## src/rtl/msrv32_dmem_bus_if_pkg.sv

```systemverilog
// Shared msrv32 definitions for the data-memory AHB-Lite master:
// FSM state encoding, HTRANS codes, access size codes and the alignment rule.
package msrv32_dmem_bus_if_pkg;

    typedef enum logic [1:0] {
        DMEM_IDLE = 2'b00,
        DMEM_ADDR = 2'b01,
        DMEM_DATA = 2'b10
    } dmem_state_e;

    localparam logic [1:0] HTRANS_IDLE   = 2'b00;
    localparam logic [1:0] HTRANS_NONSEQ = 2'b10;

    localparam logic [1:0] SIZE_BYTE    = 2'b00;
    localparam logic [1:0] SIZE_HALF    = 2'b01;
    localparam logic [1:0] SIZE_WORD    = 2'b10;
    localparam logic [1:0] SIZE_ILLEGAL = 2'b11;

    // Byte accesses never fault; the illegal size code always does.
    function automatic logic is_misaligned(input logic [1:0] size, input logic [1:0] addr_lsb);
        logic mis;
        mis = 1'b0;
        case (size)
            SIZE_HALF:    mis = addr_lsb[0];
            SIZE_WORD:    mis = (addr_lsb != 2'b00);
            SIZE_ILLEGAL: mis = 1'b1;
            default:      mis = 1'b0;
        endcase
        return mis;
    endfunction

endpackage

```

## src/rtl/msrv32_dmem_bus_if.sv

```systemverilog
// Data-memory bus interface: turns one pipeline load/store request into a single
// AHB-Lite NONSEQ transfer, with alignment checking and a wait-state timeout.
module msrv32_dmem_bus_if #(
    parameter int TIMEOUT_CYCLES = 16
) (
    input  logic        ms_riscv32_mp_clk_in,
    input  logic        ms_riscv32_mp_rst_in,
    input  logic        mem_req_in,
    input  logic        mem_wr_req_in,
    input  logic [31:0] mem_addr_in,
    input  logic [31:0] mem_wdata_in,
    input  logic [1:0]  mem_size_in,
    input  logic        hready_in,
    input  logic        hresp_in,
    input  logic [31:0] hrdata_in,
    output logic [31:0] haddr_out,
    output logic [1:0]  htrans_out,
    output logic        hwrite_out,
    output logic [2:0]  hsize_out,
    output logic [31:0] hwdata_out,
    output logic [31:0] ms_riscv32_mp_dmdata_out,
    output logic        ahb_resp_out,
    output logic        done_out,
    output logic        stall_out,
    output logic        misaligned_out
);
    import msrv32_dmem_bus_if_pkg::*;

    localparam int WAIT_W = $clog2(TIMEOUT_CYCLES + 1);
    localparam logic [WAIT_W-1:0] WAIT_LAST = WAIT_W'(TIMEOUT_CYCLES - 1);

    dmem_state_e       state_q;
    logic [31:0]       haddr_q;
    logic [1:0]        htrans_q;
    logic              hwrite_q;
    logic [2:0]        hsize_q;
    logic [31:0]       hwdata_q;
    logic [31:0]       dmdata_q;
    logic              resp_q;
    logic              done_q;
    logic              misaligned_q;
    logic [WAIT_W-1:0] waitCnt_q;
    logic              reqMisaligned;

    assign reqMisaligned = is_misaligned(mem_size_in, mem_addr_in[1:0]);

    always_ff @(posedge ms_riscv32_mp_clk_in) begin
        if (ms_riscv32_mp_rst_in) begin
            state_q      <= DMEM_IDLE;
            haddr_q      <= '0;
            htrans_q     <= HTRANS_IDLE;
            hwrite_q     <= 1'b0;
            hsize_q      <= '0;
            hwdata_q     <= '0;
            dmdata_q     <= '0;
            resp_q       <= 1'b0;
            done_q       <= 1'b0;
            misaligned_q <= 1'b0;
            waitCnt_q    <= '0;
        end else begin
            done_q       <= 1'b0;
            misaligned_q <= 1'b0;
            case (state_q)
                // The pipeline keeps mem_req_in high during the done cycle, so done_q blocks a re-issue.
                DMEM_IDLE: begin
                    if (mem_req_in && !done_q) begin
                        if (reqMisaligned) begin
                            done_q       <= 1'b1;
                            misaligned_q <= 1'b1;
                            resp_q       <= 1'b1;
                        end else begin
                            haddr_q   <= mem_addr_in;
                            hwrite_q  <= mem_wr_req_in;
                            hsize_q   <= {1'b0, mem_size_in};
                            htrans_q  <= HTRANS_NONSEQ;
                            waitCnt_q <= '0;
                            state_q   <= DMEM_ADDR;
                        end
                    end
                end
                DMEM_ADDR, DMEM_DATA: begin
                    if (!hready_in) begin
                        if (waitCnt_q == WAIT_LAST) begin
                            htrans_q  <= HTRANS_IDLE;
                            hwrite_q  <= 1'b0;
                            resp_q    <= 1'b1;
                            done_q    <= 1'b1;
                            waitCnt_q <= '0;
                            state_q   <= DMEM_IDLE;
                        end else begin
                            waitCnt_q <= waitCnt_q + 1'b1;
                        end
                    end else if (state_q == DMEM_ADDR) begin
                        htrans_q  <= HTRANS_IDLE;
                        hwdata_q  <= mem_wdata_in;
                        waitCnt_q <= '0;
                        state_q   <= DMEM_DATA;
                    end else begin
                        if (!hresp_in && !hwrite_q) begin
                            dmdata_q <= hrdata_in;
                        end
                        resp_q    <= hresp_in;
                        hwrite_q  <= 1'b0;
                        done_q    <= 1'b1;
                        waitCnt_q <= '0;
                        state_q   <= DMEM_IDLE;
                    end
                end
                default: begin
                    state_q <= DMEM_IDLE;
                end
            endcase
        end
    end

    assign haddr_out                = haddr_q;
    assign htrans_out               = htrans_q;
    assign hwrite_out               = hwrite_q;
    assign hsize_out                = hsize_q;
    assign hwdata_out               = hwdata_q;
    assign ms_riscv32_mp_dmdata_out = dmdata_q;
    assign ahb_resp_out             = resp_q;
    assign done_out                 = done_q;
    assign misaligned_out           = misaligned_q;
    assign stall_out                = (state_q != DMEM_IDLE) || (mem_req_in && !done_q);

endmodule

```

## config.mk

```make
export PLATFORM = sky130hd
export DESIGN_NAME = msrv32_dmem_bus_if
export DESIGN_NICKNAME = d
export VERILOG_FILES = /design/src/rtl/msrv32_dmem_bus_if_pkg.sv /design/src/rtl/msrv32_dmem_bus_if.sv
export SDC_FILE = /design/constraint.sdc
export NUM_CORES = 1
export LEC_CHECK = 0
export ABC_AREA = 1
export BUFFER_PORTS_ARGS = -buffer_cell sky130_fd_sc_hd__buf_2
export CAP_MARGIN = 0
export CELL_PAD_IN_SITES_DETAIL_PLACEMENT = 2
export CELL_PAD_IN_SITES_GLOBAL_PLACEMENT = 2
export CORE_MARGIN = 3
export CORE_UTILIZATION = 24
export CTS_CLUSTER_DIAMETER = 80
export DETAILED_ROUTE_END_ITERATION = 10
export HOLD_SLACK_MARGIN = 0.08
export PLACE_DENSITY_LB_ADDON = 0.1
export SLEW_MARGIN = 10
export SYNTH_ARGS = -nofsm -noshare
export SYNTH_HDL_FRONTEND = slang
export SYNTH_SLANG_ARGS = --single-unit
```

## constraint.sdc

```tcl
create_clock -name ms_riscv32_mp_clk_in -period 2 [get_ports ms_riscv32_mp_clk_in]
set_clock_uncertainty 0.05 [all_clocks]
set_input_delay 0.2 -clock ms_riscv32_mp_clk_in [delete_from_list [all_inputs] [get_ports ms_riscv32_mp_clk_in]]
set_output_delay 0.2 -clock ms_riscv32_mp_clk_in [all_outputs]
set_load 0.01 [all_outputs]
```

==> metrics.csv <==
stage,metric,value,unit
cells_and_area,fin_cells,1049,
place,io_buffers,207,
floorplan,coreArea,16760,sq um
synthesis,post_synth_num_cell_types,28,
cells_and_area,final_common_cell,nor2_1,
floorplan,die_area,18940,sq um
synthesis,syn_inst,537,
grt,grt_pass1_wl,26900,um
critical_path,endpoint_kind,flop,
cells_and_area,syn_to_final_growth,58.97,%
status,status,"finished, final reports clean",
clock_network,cts_buffer_depth,2,
cells_and_area,final_cell_mix,"nor2_1 (214), buf_2 (207), dfxtp_1 (110)",
floorplan,start_util,0.2482,
synthesis,ys_seq_area_frac,0.5295,
place,dp_hpwl,11500,um
synthesis,synthArstFlopShare,0,
floorplan,dieHeight,137.6,um
timing,hold_viol,0,
clock_network,clk_latency,350,ps
cells_and_area,drive_gt1_frac,0.3080,
detailed_routing,route.antenna.remaining_nets,0,
timing,period_minus_slack,1829,ps
critical_path,path_max_fanout,29,
synthesis,synth-edff-count,0,
timing,maxSlewViolCount,0,
cells_and_area,stdcell_area,6611,sq um
timing,clock.fmax,546.8,MHz
grt,grt_max_degree,44,
detailed_routing,first_pass_iters,4,
place,dp.cells,942,
floorplan,boundaryPins,210,
critical_path,cp.arrival,2020,ps
grt,grt_pass1_vias,5199,
min_path,worstHoldStart,mem_wdata_in[19],
synthesis,synthTopCellsByArea,"dfxtp_1 (53%), nor2_1 (19%), o21ai_1 (7.8%)",
place,gp_congestion,0.7131,
power_and_ir_drop,power_frac_seq,0.449,
grt,grt-ovfl-total,0,
floorplan,die_x,137.6,um
synthesis,synth_top_cell_area_share,0.5295,
timing,timing.final.crit_share,0.9145,
clock_network,htreeDepth,3,
power_and_ir_drop,peakVddDrop,0.3980,mV
power_and_ir_drop,internal_power,3926,uW
synthesis,ys_ff_latch,110,
power_and_ir_drop,pwr-share-comb,0.174,
critical_path,start_kind,flop,
detailed_routing,post-route-drc-count,0,
cells_and_area,nets,931,
critical_path,r2r_slack,170,ps
grt,antenna_found_initial,1,
power_and_ir_drop,p_per_area,808.9,nW/um^2
clock_network,tritoncts,done,
critical_path,crit_required,2190,ps
clock_network,cts_made_buffers,9,
place,postPlaceCellArea,5373,sq um
clock_network,clk_pin_slew,70,ps
synthesis,syn_area,4159,sq um
critical_path,r2r-end,ms_riscv32_mp_dmdata_out[28],
synthesis,yosys.area.top_type,dfxtp_1,
synthesis,avgSynthCellArea,7.745,sq um
synthesis,synth_flop_cell,dfxtp_1,
clock_network,cts_root_buf,clkbuf_16,
min_path,hp-class,in2reg,
detailed_routing,via_count,4640,
synthesis,yosysWarnings,0,
min_path,min_delay_path_depth,3,
timing,rsz0062_at_grt,false,
timing,tns,0,ps
min_path,min_to,hwdata_out[19],
run,maxCapViolCount,0,
detailed_routing,drt-initial-drc-count,123,
critical_path,worst-r2r-cell-count,8,
detailed_routing,wl,17120,um
power_and_ir_drop,p_clk_frac,0.377,
detailed_routing,wl_per_cell,16.32,um
floorplan,num_rows,47,
grt,grt_use_total,0.1809,
critical_path,rr_startpoint,state_q[0],
power_and_ir_drop,p_sw,1422,uW
detailed_routing,vias_per_cell,4.423,
timing,setup_viol,0,
power_and_ir_drop,swShare,0.2659,
clock_network,cts.sinks,110,
critical_path,crit_type,reg2reg,
power_and_ir_drop,leakagePower,0.003171,uW
==> per-stage QoR <==
stage	hold WS, ps	util	power [uW]	setup slack, ps
final	84.28	0.3945	5348	171.0
after floorplan	212.4	-	2875	541.3
after global placement	372.0	0.3206	3204	203.8
after global routing	85.98	0.3945	5657	32.88
after detailed placement	379.4	0.3206	3242	64.09
after CTS	82.89	0.3943	5433	61.34
==> worst max-delay path, stage by stage, from the launching register on <==
cell and delay (ps):
dfxtp_1 390, inv_1 70, ha_1 290, inv_2 60
nor3_2 170, nand2_2 140, buf_4 260, o21ai_0 230
nor2_1 60
==> worst max-delay path by stage <==
stage	endpoint	startpoint	slack [ps]	cells past startpoint
floorplan	ms_riscv32_mp_dmdata_out[0]	state_q[0]	540	8
global placement	ms_riscv32_mp_dmdata_out[27]	state_q[0]	200	8
detailed placement	ms_riscv32_mp_dmdata_out[19]	state_q[0]	60	8
CTS	ms_riscv32_mp_dmdata_out[19]	state_q[0]	60	8
global route	ms_riscv32_mp_dmdata_out[27]	state_q[0]	30	8
finish	ms_riscv32_mp_dmdata_out[28]	state_q[0]	170	8
==> power by group through the flow <==
stage          clock network [uW]  registers [uW]  logic (uW)
2_1_floorplan                   0            2510         369
3_3_place_gp                    0            2440         763
3_5_place_dp                    0            2450         793
4_1_cts                      2100            2400         936
5_1_grt                      2190            2420        1040
6_report                     2020            2400         929
==> metal layers <==
metal / part of all wire / global-route usage / wire, um
met1: 0.41 / 0.1969 / 6963
met2: 0.51 / 0.3362 / 8766
met3: 0.062 / 0.04675 / 1069
met4: 0.018 / 0.06375 / 315
met5: 0 / 0 / 0
==> sequential cells by signal, summed over array words and instances, names as in the netlist, 2 cells and up <==
register / count
hwdata_out: 32
haddr_out: 32
waitCnt_q: 5
hsize_out: 2
state_q: 2
ms_riscv32_mp_dmdata_out: 32
==> timing repair <==
action,4_1_cts,5_1_grt
endpoints found under the hold margin,92,0
setup buffers,0,0
endpoints found under the setup margin,0,32
hold buffers,90,0
gates resized for setup,0,1
==> Yosys cell counts (5+ instances only) <==
cell type,n
a21oi_1,6
buf_2,8
buf_4,5
buf_6,6
clkbuf_1,13
dfxtp_1,110
inv_1,10
inv_2,7
nand2_1,20
nand2_2,6
nand3_1,5
nor2_1,214
o21ai_0,38
o21ai_1,65
==> cell families after synthesis <==
group	Yosys count	share of synthesized area
AND/OR/NAND/NOR	259	0.2557
AO/OA/AOI/OAI	113	0.1387
flip-flops	110	0.5295
buffers and inverters	50	0.06318
adder cells (fa/ha/maj)	4	0.01203
other	1	0.0009017
==> final cells by class <==
class | count | area [sq um]
diodes | 1 | 2.502
clock buffers | 12 | 256.5
clock inverters | 4 | 77.57
fillers | 1973 | 10150
inverters | 18 | 70.07
multi-input cells | 378 | 1698
flip-flops and latches | 110 | 2202
well taps | 220 | 275.3
repair buffers | 306 | 2029
(Power assumes the default switching activity.)
